<file path="config.mk">
export PLATFORM = sky130hd
export DESIGN_NAME = ex_muldiv_unit
export DESIGN_NICKNAME = d
export VERILOG_FILES = /design/src/rtl/ex_muldiv_unit.sv
export SDC_FILE = /design/constraint.sdc
export NUM_CORES = 2
export LEC_CHECK = 0
export BUFFER_PORTS_ARGS = -buffer_cell sky130_fd_sc_hd__buf_2
export CAP_MARGIN = 30
export CORE_ASPECT_RATIO = 0.9
export CORE_UTILIZATION = 55
export CTS_CLUSTER_DIAMETER = 150
export DETAILED_ROUTE_END_ITERATION = 16
export PLACE_DENSITY = 0.71
export SLEW_MARGIN = 15
export SYNTH_ARGS = -nofsm -noshare
export SYNTH_HDL_FRONTEND = slang
export SYNTH_SLANG_ARGS = --single-unit
</file>
<file path="constraint.sdc">
create_clock -name CLK -period 10.1 [get_ports CLK]
set_clock_uncertainty 0.1 [all_clocks]
set_input_delay 0.505 -clock CLK [delete_from_list [all_inputs] [get_ports CLK]]
set_output_delay 0.505 -clock CLK [all_outputs]
set_load 0.01 [all_outputs]
</file>
<file path="src/rtl/ex_muldiv_unit.sv">
// ex_muldiv_unit: execute-stage M-extension unit for the RV32IM pipeline.
// Multiplies over a fixed two-edge path and divides with a 32-step
// restoring divider. BUSY stalls the front of the pipeline while an
// operation is in flight. DONE pulses for one cycle with RESULT valid.
module ex_muldiv_unit #(
  parameter int XLEN = 32
) (
  input  logic            CLK,
  input  logic            RST_N,
  input  logic            START,
  input  logic            FLUSH,
  input  logic [2:0]      FUNC3,
  input  logic [XLEN-1:0] OPERAND_A,
  input  logic [XLEN-1:0] OPERAND_B,
  output logic [XLEN-1:0] RESULT,
  output logic            BUSY,
  output logic            DONE
);

  typedef enum logic [1:0] {
    S_IDLE = 2'd0,
    S_MUL  = 2'd1,
    S_DIV  = 2'd2,
    S_FIN  = 2'd3
  } state_t;

  localparam logic [5:0]      DIV_STEPS = 6'(XLEN);
  localparam logic [XLEN-1:0] ALL_ONES  = {XLEN{1'b1}};
  localparam logic [XLEN-1:0] MOST_NEG  = {1'b1, {(XLEN-1){1'b0}}};

  state_t          state;
  logic [2:0]      func3_q;
  logic [XLEN:0]   mul_a_q;     // operand with its sign-extension bit
  logic [XLEN:0]   mul_b_q;
  logic [XLEN-1:0] quo_q;       // dividend shifting out, quotient shifting in
  logic [XLEN-1:0] rem_q;
  logic [XLEN-1:0] divisor_q;
  logic [5:0]      count_q;
  logic            q_neg_q;
  logic            r_neg_q;

  // Operand decode at acceptance time, from the raw ID/EX inputs.
  logic            a_mul_signed;
  logic            b_mul_signed;
  logic            div_signed;
  logic            div_is_rem;
  logic            div_by_zero;
  logic            div_overflow;
  logic [XLEN-1:0] a_abs;
  logic [XLEN-1:0] b_abs;
  logic [XLEN-1:0] special_result;

  // Datapath values derived from the latched state.
  logic [2*XLEN-1:0] mul_a64;
  logic [2*XLEN-1:0] mul_b64;
  logic [2*XLEN-1:0] product;
  logic [XLEN-1:0]   mul_result;
  logic [XLEN:0]     rem_shift;
  logic [XLEN:0]     rem_diff;
  logic              step_ok;
  logic [XLEN-1:0]   rem_next;
  logic [XLEN-1:0]   quo_next;
  logic [XLEN-1:0]   div_result;

  // Decode sign handling and the divide special cases for a new op.
  always_comb begin
    // NOTE: every always_comb output gets a default first so no path can leave it unassigned and infer a latch.
    a_mul_signed   = (FUNC3[1:0] != 2'b11);
    b_mul_signed   = ~FUNC3[1];
    div_signed     = ~FUNC3[0];
    div_is_rem     = FUNC3[1];
    div_by_zero    = (OPERAND_B == '0);
    div_overflow   = div_signed && (OPERAND_A == MOST_NEG) && (OPERAND_B == ALL_ONES);
    a_abs          = (div_signed && OPERAND_A[XLEN-1]) ? -OPERAND_A : OPERAND_A;
    b_abs          = (div_signed && OPERAND_B[XLEN-1]) ? -OPERAND_B : OPERAND_B;
    special_result = '0;
    if (div_by_zero) begin
      special_result = div_is_rem ? OPERAND_A : ALL_ONES;
    end else if (div_overflow) begin
      special_result = div_is_rem ? '0 : MOST_NEG;
    end
  end

  // Full 64-bit product of the sign-extended latched operands.
  always_comb begin
    mul_a64    = {{(XLEN-1){mul_a_q[XLEN]}}, mul_a_q};
    mul_b64    = {{(XLEN-1){mul_b_q[XLEN]}}, mul_b_q};
    product    = mul_a64 * mul_b64;
    mul_result = (func3_q == 3'b000) ? product[XLEN-1:0] : product[2*XLEN-1:XLEN];
  end

  // One restoring divide step plus the sign-corrected final answer.
  always_comb begin
    rem_shift  = {rem_q, quo_q[XLEN-1]};
    rem_diff   = rem_shift - {1'b0, divisor_q};
    step_ok    = ~rem_diff[XLEN];
    rem_next   = step_ok ? rem_diff[XLEN-1:0] : rem_shift[XLEN-1:0];
    quo_next   = {quo_q[XLEN-2:0], step_ok};
    div_result = func3_q[1] ? (r_neg_q ? -rem_next : rem_next)
                            : (q_neg_q ? -quo_next : quo_next);
  end

  // Control FSM with registered BUSY/DONE/RESULT and the datapath state.
  always_ff @(posedge CLK or negedge RST_N) begin
    // NOTE: all internal datapath registers are reset too, so a mid-op reset leaves no stale divider state behind.
    if (!RST_N) begin
      state     <= S_IDLE;
      RESULT    <= '0;
      BUSY      <= 1'b0;
      DONE      <= 1'b0;
      func3_q   <= '0;
      mul_a_q   <= '0;
      mul_b_q   <= '0;
      quo_q     <= '0;
      rem_q     <= '0;
      divisor_q <= '0;
      count_q   <= '0;
      q_neg_q   <= 1'b0;
      r_neg_q   <= 1'b0;
    end else begin
      // NOTE: non-blocking assignments keep every register sampling pre-edge values, independent of statement order.
      case (state)
        S_IDLE, S_FIN: begin
          state <= S_IDLE;
          BUSY  <= 1'b0;
          DONE  <= 1'b0;
          if (START && !FLUSH) begin
            func3_q <= FUNC3;
            if (!FUNC3[2]) begin
              mul_a_q <= {a_mul_signed & OPERAND_A[XLEN-1], OPERAND_A};
              mul_b_q <= {b_mul_signed & OPERAND_B[XLEN-1], OPERAND_B};
              state   <= S_MUL;
              BUSY    <= 1'b1;
            end else if (div_by_zero || div_overflow) begin
              RESULT <= special_result;
              state  <= S_FIN;
              DONE   <= 1'b1;
            end else begin
              quo_q     <= a_abs;
              divisor_q <= b_abs;
              rem_q     <= '0;
              count_q   <= DIV_STEPS;
              q_neg_q   <= div_signed && (OPERAND_A[XLEN-1] ^ OPERAND_B[XLEN-1]);
              r_neg_q   <= div_signed && OPERAND_A[XLEN-1];
              state     <= S_DIV;
              BUSY      <= 1'b1;
            end
          end
        end
        S_MUL: begin
          if (FLUSH) begin
            state <= S_IDLE;
            BUSY  <= 1'b0;
          end else begin
            RESULT <= mul_result;
            state  <= S_FIN;
            BUSY   <= 1'b0;
            DONE   <= 1'b1;
          end
        end
        S_DIV: begin
          if (FLUSH) begin
            state <= S_IDLE;
            BUSY  <= 1'b0;
          end else begin
            quo_q   <= quo_next;
            rem_q   <= rem_next;
            count_q <= count_q - 6'd1;
            if (count_q == 6'd1) begin
              RESULT <= div_result;
              state  <= S_FIN;
              BUSY   <= 1'b0;
              DONE   <= 1'b1;
            end
          end
        end
        default: begin
          state <= S_IDLE;
          BUSY  <= 1'b0;
          DONE  <= 1'b0;
        end
      endcase
    end
  end

endmodule

</file>
; ---- Word level (Yosys, flattened, before mapping)
; Cells that the tools add are included.
[word_totals]
regBits = 209
latchBits = 0
mem_bits_rw = 0
romBits = 0
in_bits = 71
n_memories = 0
[classes]
add_sub_neg = 6
multipliers = 1
div = 0
order_cmp = 0
n_eq_ne = 15
shift = 0
mux = 53
bitwise_logic = 8
reduce_logical = 19
[op_table]
columns = operator, count
row1 = $mux 32, 25
row2 = $neg 32->32, 4
row3 = $pmux 32 s2, 2
row4 = $pmux 32 s3, 1
row5 = $eq 32x32->1 const B, 2
row6 = $mul 33x33->64, 1
row7 = $sub 33x32->33, 1
row8 = $logic_not 32->1, 1
row9 = $mux 6, 4
row10 = $ne 2x2->1 const B, 8
row11 = $mux 1, 12
row12 = $pmux 6 s2, 1
row13 = $mux 2, 5
row14 = $eq 6x1->1 const B, 1
row15 = $logic_and 1x1->1, 6
row16 = $pmux 1 s3, 2
row17 = $pmux 2 s3, 1
row18 = $reduce_and 3->1, 2
row19 = $reduce_and 6->1, 1
row20 = $sub 6x1->6 const B, 1
row21 = $not 1->1, 5
row22 = $reduce_and 5->1, 1
row23 = $eq 2x2->1 const B, 2
row24 = $reduce_and 4->1, 1
row25 = other kinds (11), 12

; ---- Longest topological paths before layout
[logic_depth]
depth_word = 9
ltp_mapped = 32
ltp_nobuf = 30

; ---- Worst setup path after synthesis
; No wires, ideal clock.
[synth_timing]
path_kind = register to register
startpoint = register mul_a_q[19]
endpoint = register RESULT[24]
setup_time_ns = 0.136
arrival_time_ns = 7.717
path_slack_ns = 2.146
path_stages_with_launch = 30
path_buffers = 1
synth_period_minus_slack_ns = 7.954
cell_sequence = dfrtp_1 clkbuf_1 and2_1 fa_1 inv_1 fa_1 inv_1 fa_1 inv_1 fa_1 fa_1 fa_1 inv_1 fa_1 inv_1 fa_1 inv_1 ha_1 nand2_1 o311ai_0 a21oi_1 a2111o_1 a21oi_1 nor2_1 o41a_1 a21oi_1 o21bai_1 a31oi_1 mux2i_1 a31oi_1
[synth_via]
elab_chain_len = 4
[synth_lines]
columns = item, line
row1 = start: declaration, 33  ; logic [XLEN:0] mul_a_q;
row2 = start signal: assignment, 130  ; mul_a_q <= {a_mul_signed & OPERAND_A[XLEN-1], OPERAND_A};
row3 = $mul 33x33->64, 88  ; product = mul_a64 * mul_b64;
row4 = $mux 32, 89  ; mul_result = (func3_q == 3'b000) ? product[XLEN-1:0] : product[2*XLEN-1:XLEN];
row5 = $mux 32, 151  ; if (FLUSH) begin
row6 = $pmux 32 s3, 122  ; case (state)
row7 = end signal: assignment, 135  ; RESULT <= special_result;
row8 = end signal: assignment, 155  ; RESULT <= mul_result;
row9 = end signal: assignment, 170  ; RESULT <= div_result;
row10 = end: declaration, 15  ; output logic [XLEN-1:0] RESULT,
; No other way between the ends. The select of a mux whose other input is x is not followed.
; A chain may end at the register's enable or synchronous reset.

; ---- Worst setup path in the final report
[layout_timing]
startpoint = register mul_b_q[1]
endpoint = register RESULT[31]
[layout_via]
elab_chain_len = 4
[layout_lines]
columns = item, line
row1 = start: declaration, 34  ; logic [XLEN:0] mul_b_q;
row2 = start signal: assignment, 131  ; mul_b_q <= {b_mul_signed & OPERAND_B[XLEN-1], OPERAND_B};
row3 = $mul 33x33->64, 88
row4 = $mux 32, 89
row5 = $mux 32, 151
row6 = $pmux 32 s3, 122
; No other way between the ends. The select of a mux whose other input is x is not followed.

==> results.rst <==
.. list-table::
   :header-rows: 1

   * - Metric
     - Value
   * - DP Area
     - between 50,000 and 60,000 µm²
   * - Post-synthesis sequential area ratio
     - 9.77%
   * - Post-synthesis cell type with the largest combined area
     - sky130_fd_sc_hd__fa_1
   * - Post-synthesis simple-gate area fraction
     - 17.2%
   * - Synth Area in Compound Gates
     - 8.89%
   * - Hold Fails Final Rpt
     - 0
   * - Most instantiated library cell after synthesis
     - sky130_fd_sc_hd__inv_1
   * - Result of the run
     - complete, no violations
   * - Setup TNS
     - 0 ns
   * - Boundary Pins
     - 105
   * - Most common library cells after synthesis
     - 1,198 x sky130_fd_sc_hd__inv_1, 1,126 x sky130_fd_sc_hd__fa_1, 784 x sky130_fd_sc_hd__nand2_1
   * - Via count
     - 42.1k
   * - Global-route wire length before repair
     - around 260,000 µm
   * - Slowest cell on the critical path
     - sky130_fd_sc_hd__fa_1
   * - Final min period
     - 9.56 ns
   * - Cell chosen for the clock root
     - sky130_fd_sc_hd__clkbuf_16
   * - Number of remaining DRC errors
     - 0
   * - Filler cell count
     - 8,571
   * - Worst Tran Pin Value
     - 1.06 ns
   * - Asr flop ratio synth
     - 100%
   * - Achievable frequency
     - 105 MHz
   * - RSZ-0062 raised after global routing
     - false
   * - Mapped Nets
     - between 7k and 8k
   * - Final count of negative-setup-slack endpoints
     - 0
   * - Source-to-sink clock delay at the later pin of the worst-skew pair
     - 0.58 ns
   * - Net total in the final layout
     - 7,387
   * - Crit path launch type
     - register
   * - Proportion of synthesized area in mux cells
     - 1.90%
   * - Number of iterations in the first detailed-routing pass
     - 6
   * - Number of clock buffers inserted by TritonCTS
     - 26
   * - Critical path class
     - reg -> reg
   * - Per-cell routed wire length
     - 22.6 µm
   * - Max Cap Violations
     - 0
   * - Yosys warning count
     - 0
   * - Number of distinct library cell variants in the gate-level netlist after synthesis
     - 97
   * - Relative max-transition margin
     - between 20 and 30%
   * - Share of post-route cells with drive strength above 1
     - under 10%
   * - Starting density of the core
     - 55.5%
   * - HPWL after detailed placement
     - about 130,000 µm
   * - GRT Resource Usage Total
     - 34.2%
   * - Total Die Area
     - about 99,000 µm²
   * - Post-DR vias/cell
     - 5.83
   * - Worst stage delay on the critical path
     - 0.88 ns
   * - Fin crit share
     - a little over nine tenths
   * - Die extent in x
     - around 330 µm
   * - Maximum fanout along the worst path
     - 20
   * - Number of enable-type register cells in the synthesized netlist
     - 0
   * - Dominant combinational cell family by area after synthesis
     - adder cells
   * - Number of port buffers
     - 104
   * - Worst hold path class
     - in -> reg
   * - Maximum number of buffers from clock root to sink
     - 3
   * - Clock slew seen by the registers of the worst setup and hold paths
     - 0.07 ns
   * - Post-synthesis sequential element count
     - 209
   * - Final Wtd Congestion
     - 0.996
   * - Grt total ovfl
     - 0
   * - Area share of the largest cell type after synthesis
     - a little over two fifths
   * - Post-CTS setup buffers
     - 0
   * - Xor/xnor cell area share of the yosys netlist
     - 3.29%
   * - Drt total wl
     - 163,000 µm
   * - Deepest level of the CTS H-tree
     - 1
   * - Synth-to-Final Area Change
     - 5.53%
   * - Critical Path Sink Type
     - register
   * - Count of antenna-violating nets left after detailed routing
     - 0
   * - Number of cell rows
     - 108
   * - Max Slew Vio Count
     - 0
   * - Floorplan Core Area
     - 96,300 µm²
   * - Maximum number of pins on one net before global-route repair
     - 90
   * - Via count of the first global-routing pass
     - 43.7k
   * - Summed instance area of the synthesized netlist
     - 53,500 µm²
   * - Data required time at the worst endpoint
     - 10.44 ns
   * - Leading cell types by total area after synthesis
     - sky130_fd_sc_hd__fa_1 42%, sky130_fd_sc_hd__dfrtp_1 9.8%, sky130_fd_sc_hd__inv_1 8.4%, sky130_fd_sc_hd__and2_1 6.4%, sky130_fd_sc_hd__ha_1 5.9%
   * - Mean cell area of the mapped netlist
     - roughly 8.9 µm²
   * - Clock tree from TritonCTS
     - built
   * - Arr. time, crit path
     - 9.90 ns
   * - Y dimension of the die
     - roughly 300 µm
   * - # clock sinks
     - 209
   * - Post-synth top flop
     - sky130_fd_sc_hd__dfrtp_1
   * - Final design instance area without fill
     - approximately 56,000 µm²
   * - Area of the multi-input gates
     - approximately 42,000 µm²
   * - DRT iter0 DRCs
     - 3,457
   * - Area taken by flip-flops and latches
     - 5240 µm²
   * - PostCTS Resize Cnt
     - 0
   * - Synthesized netlist cell count
     - 6,008
   * - Adder and majority cell fraction of the synthesized area
     - 48.0%
   * - Number of antenna violations at the first check in global routing
     - 6
   * - Cell mode on critical path
     - sky130_fd_sc_hd__fa_1
flip-flops by register name, summed over array words and instances (netlist names):
name	flops
BUSY	1
DONE	1
RESULT	32
count_q	6
divisor_q	32
func3_q	3
mul_a_q	33
mul_b_q	33
q_neg_q	1
quo_q	32
r_neg_q	1
rem_q	32
state	2
routing by layer:
layer / vias to the layer above / wire length (µm) / GRT usage [%]
met5: - / 41 / 0
met4: 6 / 8750 / 14.9
met3: 389 / 13300 / 5.91
met2: 1825 / 74500 / 53.0
met1: 21691 / 66600 / 47.4
li1: 18229 / - / -
worst max-delay path, delay by kind of cell (launching register included):
family	cells	cell delay [ns]
AOI/OAI and AO/OA	11	2.80
xor gates and xnor gates	1	0.16
adders and majority gates	9	4.90
buffers and inverters	3	0.43
DFF	1	0.77
and+or+nand+nor	1	0.23
cells by family (layout without fill, tap and decap cells):
logic type,Yosys count,after routing
AO/OA/AOI/OAI,754,754
XOR/XNOR,201,201
adder cells (fa/ha/maj),1379,1379
buffers and inverters,1534,1482
flip-flops,209,209
multiplexers,93,93
other,0,3
AND/OR/NAND/NOR,1838,1838
repair_timing:
| item | in CTS | in global routing |
|---|---|---|
| hold endpoints to repair | 87 | 0 |
| hold buffers | 1 | 0 |
| setup endpoints to repair | 0 | 0 |
layout make-up:
class	count	area share (%)
Antenna cell	3	0.0133
Clock buffer	30	1.25
Clock inverter	17	0.512
Inverter	1199	7.97
Multi-Input combinational cell	4265	75.2
Sequential cell	209	9.27
Tap cell	1265	2.80
Timing Repair Buffer	236	2.96
cells in the final DEF, fill, tap and decap left out, types with 34 or more instances in the layout:
master,netlist,layout
sky130_fd_sc_hd__xnor2_1,111,111
sky130_fd_sc_hd__a21o_1,63,63
sky130_fd_sc_hd__inv_1,1198,1198
sky130_fd_sc_hd__mux2_2,69,69
sky130_fd_sc_hd__ha_1,253,252
sky130_fd_sc_hd__nor2_1,143,142
sky130_fd_sc_hd__and2_1,544,543
sky130_fd_sc_hd__buf_2,24,103
sky130_fd_sc_hd__o211ai_1,34,34
sky130_fd_sc_hd__o31ai_1,47,47
sky130_fd_sc_hd__fa_1,1126,1126
sky130_fd_sc_hd__a21oi_1,221,221
sky130_fd_sc_hd__nand2_1,784,784
sky130_fd_sc_hd__nand2b_1,34,34
sky130_fd_sc_hd__dfrtp_1,209,204
sky130_fd_sc_hd__nor2b_1,69,69
sky130_fd_sc_hd__o21ai_0,200,200
sky130_fd_sc_hd__buf_4,1,117
sky130_fd_sc_hd__nand3_1,48,48
sky130_fd_sc_hd__nor3_1,58,57
sky130_fd_sc_hd__xor2_1,90,90
worst paths after layout:
kind	slack, ns	endpoint	from	cells after the start
worst max-delay path	0.54	RESULT[31]	mul_b_q[1]	25
min in group asynchronous	0.47	count_q[4]	RST_N	2
max in group asynchronous	7.93	mul_b_q[27]	RST_N	3
worst min register to register	0.38	RESULT[13]	RESULT[13]	2
worst min-delay path	0.11	state[1]	FLUSH	2
worst max register to register	0.54	RESULT[31]	mul_b_q[1]	25
stage by stage:
step	util, %	worst slack, ns	instances	hold WS (ns)
5_1_grt	58.6	0.285	7221	0.107
2_1_floorplan	-	2.15	6008	0.109
6_report	58.6	0.542	7224	0.106
3_3_place_gp	57.3	0.806	7157	0.358
4_1_cts	58.5	0.649	7215	0.0932
3_5_place_dp	57.4	0.711	7167	0.368
Power is not shown: default switching activity piles up to over one toggle a cycle in this logic, so the estimate is an artifact.
